===== src/rtl/sigmul_iter.sv =====
// Iterative significand multiplier: retires RADIX_BITS bits of b per cycle into a
// carry-save accumulator, then resolves the product with one carry-propagate add.
module sigmul_iter #(
  parameter int unsigned NSIG       = 52,
  parameter int unsigned RADIX_BITS = 4
) (
  input  logic              clk,
  input  logic              rst,
  input  logic              in_valid,
  output logic              in_ready,
  input  logic [NSIG:0]     a,
  input  logic [NSIG:0]     b,
  output logic              out_valid,
  input  logic              out_ready,
  output logic [2*NSIG+1:0] p
);

  localparam int unsigned W    = NSIG + 1;
  localparam int unsigned PW   = 2 * NSIG + 2;
  localparam int unsigned ITER = (W + RADIX_BITS - 1) / RADIX_BITS;
  localparam int unsigned BW   = ITER * RADIX_BITS;
  localparam int unsigned CW   = $clog2(ITER + 1);

  if (RADIX_BITS < 1 || RADIX_BITS > 8) begin : g_bad_radix
    $error("sigmul_iter: RADIX_BITS must be in 1..8");
  end

  typedef enum logic [1:0] {StIdle, StMul, StAdd, StDone} state_e;

  state_e          r_state, w_state_nx;
  logic [PW-1:0]   r_a, r_sum, r_carry, r_p;
  logic [BW-1:0]   r_b;
  logic [CW-1:0]   r_cnt;
  logic            w_accept, w_last;
  logic [PW-1:0]   w_csa_sum, w_csa_carry;

  assign in_ready  = (r_state == StIdle) || ((r_state == StDone) && out_ready);
  assign out_valid = (r_state == StDone);
  assign p         = r_p;
  assign w_accept  = in_valid && in_ready;
  assign w_last    = (r_cnt == CW'(ITER - 1));

  always_ff @(posedge clk or posedge rst) begin
    if (rst) r_state <= StIdle;
    else     r_state <= w_state_nx;
  end

  always_comb begin : next_state
    w_state_nx = r_state;
    unique case (r_state)
      StIdle:  if (w_accept) w_state_nx = StMul;
      StMul:   if (w_last) w_state_nx = StAdd;
      StAdd:   w_state_nx = StDone;
      StDone:  if (out_ready) w_state_nx = in_valid ? StMul : StIdle;
      default: w_state_nx = StIdle;
    endcase
  end

  // r_a is pre-shifted by the digit position, so partial product j is just r_a << j.
  always_comb begin : csa_chain
    logic [PW-1:0] v_pp, v_s;
    w_csa_sum   = r_sum;
    w_csa_carry = r_carry;
    for (int j = 0; j < RADIX_BITS; j++) begin
      v_pp        = r_b[j] ? (r_a << j) : '0;
      v_s         = w_csa_sum ^ w_csa_carry ^ v_pp;
      w_csa_carry = ((w_csa_sum & w_csa_carry) | (w_csa_sum & v_pp) |
                     (w_csa_carry & v_pp)) << 1;
      w_csa_sum   = v_s;
    end
  end

  always_ff @(posedge clk or posedge rst) begin
    if (rst) begin
      r_a     <= '0;
      r_b     <= '0;
      r_sum   <= '0;
      r_carry <= '0;
      r_cnt   <= '0;
      r_p     <= '0;
    end else begin
      if (w_accept) begin
        r_a     <= PW'(a);
        r_b     <= BW'(b);
        r_sum   <= '0;
        r_carry <= '0;
        r_cnt   <= '0;
      end else if (r_state == StMul) begin
        r_a     <= r_a << RADIX_BITS;
        r_b     <= r_b >> RADIX_BITS;
        r_sum   <= w_csa_sum;
        r_carry <= w_csa_carry;
        r_cnt   <= r_cnt + 1'b1;
      end
      // Carries lost off the MSB are harmless: the true product fits in PW bits.
      if (r_state == StAdd) r_p <= r_sum + r_carry;
    end
  end

endmodule


===== config.mk =====
export PLATFORM = sky130hd
export DESIGN_NAME = sigmul_iter
export DESIGN_NICKNAME = d
export VERILOG_FILES = /design/src/rtl/sigmul_iter.sv
export SDC_FILE = /design/constraint.sdc
export NUM_CORES = 2
export LEC_CHECK = 0
export CORE_ASPECT_RATIO = 1.2
export CORE_MARGIN = 2
export CORE_UTILIZATION = 40
export CTS_CLUSTER_SIZE = 12
export DETAILED_ROUTE_END_ITERATION = 10
export GPL_ROUTABILITY_DRIVEN = 0
export PLACE_DENSITY = 0.67
export SLEW_MARGIN = 20
export SYNTH_ARGS = -nofsm -noshare
export SYNTH_HDL_FRONTEND = slang
export SYNTH_SLANG_ARGS = --single-unit

===== constraint.sdc =====
create_clock -name clk -period 16.6 [get_ports clk]
set_input_delay 3.32 -clock clk [delete_from_list [all_inputs] [get_ports clk]]
set_output_delay 3.32 -clock clk [all_outputs]
set_load 0.01 [all_outputs]

### After elaboration in Yosys (flattened, before gate mapping)

Cells that the tools add are included.

* reductions and logical operators: 6
* equality and inequality tests: 7
* mux-type cells: 19
* bitwise operators: 28
* add/sub/neg operators: 2

Operator list (number)
* AND 105 bit: 12
* 2-to-1 mux 106 bit: 10
* XOR 106 bit: 8
* bitwise OR 105 bit: 8
* 2-to-1 mux 56 bit: 2
* adder 106 bit: 1
* 2-to-1 mux 4 bit: 2
* case mux 2 bit (4 select lines): 1
* 2-to-1 mux 2 bit: 3
* adder 4 x 1 -> 4 bit, second input constant: 1
* equality test 2 bit, second input constant: 2
* equality test 4 bit, second input constant: 1
* inequality test 2 bit, second input constant: 2
* AND reduction 3 bit: 1
* equality test 2 x 1 -> 1 bit, second input constant: 1
* logical AND 1 bit: 2
* logical NOT 2 bit: 1
* inequality test 2 x 1 -> 1 bit, second input constant: 1
* nonzero test 2 bit: 1
* logical OR 1 bit: 1
* 2-to-1 mux 1 bit: 1

* register bits: 486
* output and inout port bits: 108
* bits of input ports: 110

### Logic depth before layout (Yosys ltp)

* depth in word-level cells: 15
* gate-level depth with buffers: 13
* depth with buffers taken out: 13

### Worst setup path before layout

Ideal clock, no wire load.

* path kind: input to output
* start: input out_ready
* end: output in_ready
* arrival: 3.512 ns
* buffers on the path: 0
* required time: 13.280 ns
* setup slack: 9.768 ns
* stages on the path: 1
* cell sequence: a21o_1

* cells in the longest elaborated chain, start to end: 2

Ends and longest elaborated chain
* from (decl): RTL line 14 `input logic out_ready,`
* logical AND 1 bit: RTL line 37 `assign in_ready = (r_state == StIdle) || ((r_state == StDone) && out_ready);`
* logical OR 1 bit: RTL line 37
* to (decl): RTL line 10 `output logic in_ready,`

Every way passes these cells.

### Final worst setup path

Same ends and word-level chain as after synthesis.

==> PnR_summary.wiki <==
{| class="wikitable"
! Metric !! Value
|-
| Post-CTS clock slew at the launch and capture registers of the worst setup and hold paths || 0.06 ns
|-
| Number of primary I/O pins || ~220
|-
| Tightest Pin Transition || around 1.2 ns
|-
| Maximum fanout along the worst path || 2
|-
| Number of flops mapped to enable cells by yosys || 0
|-
| Count of unique library cells instantiated by Yosys || 78
|-
| Library cell appearing most often on the critical path || sky130_fd_sc_hd__clkdlybuf4s50_1
|-
| Uppermost routed layer || met5
|-
| Top flip-flop cell by instance count after synthesis || sky130_fd_sc_hd__dfrtp_1
|-
| Required arrival time at the worst endpoint || between 10 and 15 ns
|-
| Final Instance Count excl. Fillers || 5347
|-
| Wire length after detailed routing || around 100 mm
|-
| Mapped Area || approximately 39000 um2
|-
| Post-CTS Setup Inserts || 0
|-
| Critical path cell sequence || clkdlybuf4s50_1 > a21o_1 > clkdlybuf4s50_1
|-
| Final HPWL DP || between 70 and 80 mm
|-
| Static leakage || 20.95 nW
|-
| Maximum level of the CTS H-tree || 2
|-
| Mapped Cells || a little under 4000
|-
| Achievable Freq || roughly 130 MHz
|-
| Fraction of registers with async set or reset after synthesis || 100.0%
|-
| Total placed cells including tap cells || between 5000 and 6000
|-
| Initial core utilization || 40.39%
|-
| Endpoint kind of the worst setup timing path || output port
|-
| Number of hold buffers added after CTS || 0
|-
| Iteration count of the initial detailed-routing pass || 8
|-
| DP Worst Slack || about 8.8 ns
|-
| DRC Markers || 0
|-
| Aggregate global-route resource usage || a little over a fifth
|-
| Mean number of vias per cell || ~5.3
|-
| Number of max-cap violations || 0
|-
| DR WL met3 || 5.460 mm
|-
| # clock sinks || 479
|-
| Total of endpoints with negative setup slack in the final report || 0
|-
| Skew final || around 0.035 ns
|-
| Critical path buffer and inverter count || 2
|-
| Yosys warnings || 0
|-
| Number of DRC markers in iteration 0 || slightly below 2000
|-
| Die span in y || around 340 um
|-
| Core Rows || 124
|-
| Share of cells above drive strength 1 || 5.701%
|-
| Total vias in the final route || roughly 28000
|-
| Category of the most critical setup path || in2out
|-
| Wirelength per Cell || between 15 and 20 um
|-
| Vias in the first global route || 29840
|-
| Width of the chip || 287.4 um
|-
| Peak supply drop || approximately 190 uV
|-
| Minimum hold slack || slightly below 0.5 ns
|-
| Data arrival time of the critical path || 4.46 ns
|-
| Layout Nets || between 4000 and 5000
|-
| CTS Buf Count || 55
|-
| Fin Setup TNS || 0 ns
|-
| Result of the run || finished, final reports clean
|-
| Clock tree from TritonCTS || built
|-
| Post-route antenna net violation count || 0
|-
| Number of register bits inferred by synthesis || roughly 480
|-
| Max-slew violation count || 0
|-
| Top delay family on crit path || buffers and inverters
|-
| Clock period minus worst slack || about 7.8 ns
|-
| Pin count of the biggest net entering global routing || ~250
|-
| RSZ-0062 raised after global routing || no
|-
| Inserted Diodes || 0
|-
| Part of the Yosys area used for sequential elements || ~31%
|-
| Resized cells post-CTS || 0
|-
| Mean Syn Cell Area || 9.772 um2
|-
| Maximum buffer depth of the clock tree || 3
|-
| HP Start || p[95]$_DFFE_PP0N_
|-
| Share of the core filled with cells || 45.76%
|-
| Antenna violations before repair || 3
|-
| Number of port buffers || 217
|-
| Tightest Hold Check Type || reg2reg
|-
| Latest clock arrival within the worst-skew pair || roughly 0.64 ns
|-
| Max transition margin || 21.85%
|-
| Power density over the cells || around 180 nW/um2
|-
| Startpoint of the worst-slack reg-to-reg timing path || r_carry[4]$_DFFE_PP0P_
|-
| Worst setup margin || 8.824 ns
|-
| Crit share post-route || between 40% and 50%
|-
| Synthesis-to-layout area growth || 13.29%
|-
| Final Hold Viols || 0
|-
| Mapped Nets || approximately 4600
|-
| Die footprint || between 90000 and 100000 um2
|-
| Cell with the biggest individual delay on the critical path || sky130_fd_sc_hd__clkdlybuf4s50_1
|-
| Slowest cell delay on critical path || around 0.53 ns
|-
| Met2 Routed Length || 48.80 mm
|-
| Nature of the critical path startpoint || input pin
|-
| Root buf cell || sky130_fd_sc_hd__clkbuf_16
|-
| Routed metal-1 wire length || 43.49 mm
|-
| GR Overflow Total || 0
|-
| Setup crit start || out_ready
|-
| Global-route wire length before repair || around 170 mm
|-
| Floorplan Core Area || about 95000 um2
|}
## worst paths after layout
kind | endpoint | depth (start not counted) | slack [ns]
worst min-delay path | p[95]$_DFFE_PP0N_ | 2 | 0.49
worst max register to register | p[100]$_DFFE_PP0N_ | 13 | 12.28
worst max-delay path | in_ready | 3 | 8.82
min in group asynchronous | r_a[44]$_DFFE_PP0P_ | 3 | 3.31
worst min register to register | p[95]$_DFFE_PP0N_ | 2 | 0.49
max in group asynchronous | p[98]$_DFFE_PP0N_ | 5 | 11.00
## state kept, by name, summed over array words and instances, names as in the netlist
register,cells
p,106
r_a,106
r_sum,106
r_carry,102
r_b,53
r_cnt,4
r_state,2
## routing by layer
layer	vias up	track usage (%)
met3	214	3.029
met1	14460	27.72
met4	2	8.941
met5	-	0
li1	13030	-
met2	777	34.95
## through the flow
stage | instance area, um2 | total power [mW]
2_1_floorplan | 38540 | 5.187
3_3_place_gp | 41790 | 6.541
3_5_place_dp | 41790 | 6.700
4_1_cts | 43660 | 8.021
5_1_grt | 43660 | 8.669
6_report | 43660 | 7.935
## layout make-up
cell class	count	area, um2
multi-input combinational	2824	24170
sequential	479	11990
fill	9054	51750
inverter	438	1648
timing repair buffer	243	2409
clock buffer	78	1584
clock inverter	25	284.0
tap	1260	1577
## synth_stat cells (44+ instances only)
cell type / instances / share of area (%)
sky130_fd_sc_hd__a21oi_1: 161 / 2.1
sky130_fd_sc_hd__mux2i_1: 359 / 9.3
sky130_fd_sc_hd__mux2_2: 85 / 2.5
sky130_fd_sc_hd__and2_1: 313 / 5.1
sky130_fd_sc_hd__clkbuf_1: 193 / 1.9
sky130_fd_sc_hd__xor2_1: 45 / 1.0
sky130_fd_sc_hd__dfrtp_1: 479 / 31
sky130_fd_sc_hd__xnor2_1: 57 / 1.3
sky130_fd_sc_hd__a21o_1: 44 / 0.86
sky130_fd_sc_hd__ha_1: 112 / 3.6
sky130_fd_sc_hd__fa_1: 411 / 21
sky130_fd_sc_hd__inv_1: 438 / 4.3
sky130_fd_sc_hd__nand4_1: 47 / 0.76
sky130_fd_sc_hd__nand2_1: 360 / 3.5
sky130_fd_sc_hd__o21ai_0: 193 / 2.5
sky130_fd_sc_hd__nor2_1: 355 / 3.5
## power breakdown
group          total [mW]  internal [mW]  switching [mW]
Combinational        4.53           1.96            2.57
Clock                1.27          0.743           0.529
Sequential           2.13           1.60           0.534
Total                7.93           4.30            3.63
## kinds of logic (layout without fill, tap and decap cells)
group	Yosys count	in the layout	synth area share [%]
compound gates	560	560	8.772
xor+xnor	102	102	2.318
fa+ha+maj	523	523	24.99
buf+inv	641	784	6.259
flops	479	479	31.10
mux	444	444	11.81
simple gates	1195	1195	14.76
## cells in the final DEF, fill, tap and decap left out, drive strengths merged, types with 78 or more instances in the layout
cell / netlist / final
dfrtp: 479 / 479
inv: 438 / 438
fa: 411 / 411
nand2: 362 / 362
mux2i: 359 / 359
nor2: 356 / 356
and2: 313 / 313
clkdlybuf4s50: 0 / 217
o21ai: 210 / 210
a21oi: 161 / 161
ha: 112 / 112
mux2: 85 / 85
clkbuf: 193 / 78
## worst register-to-register path: cells and delay by family, from the launching register on
| family | cells | cell delay (ns) |
|---|---|---|
| adders and majority gates | 2 | 0.60 |
| buffers and inverters | 1 | 0.06 |
| muxes | 1 | 0.22 |
| DFF | 1 | 0.38 |
| xor gates and xnor gates | 1 | 0.32 |
| AOI/OAI and AO/OA | 7 | 2.38 |
| and+or+nand+nor | 1 | 0.27 |
Note: power is estimated with default switching activity, not from simulation.
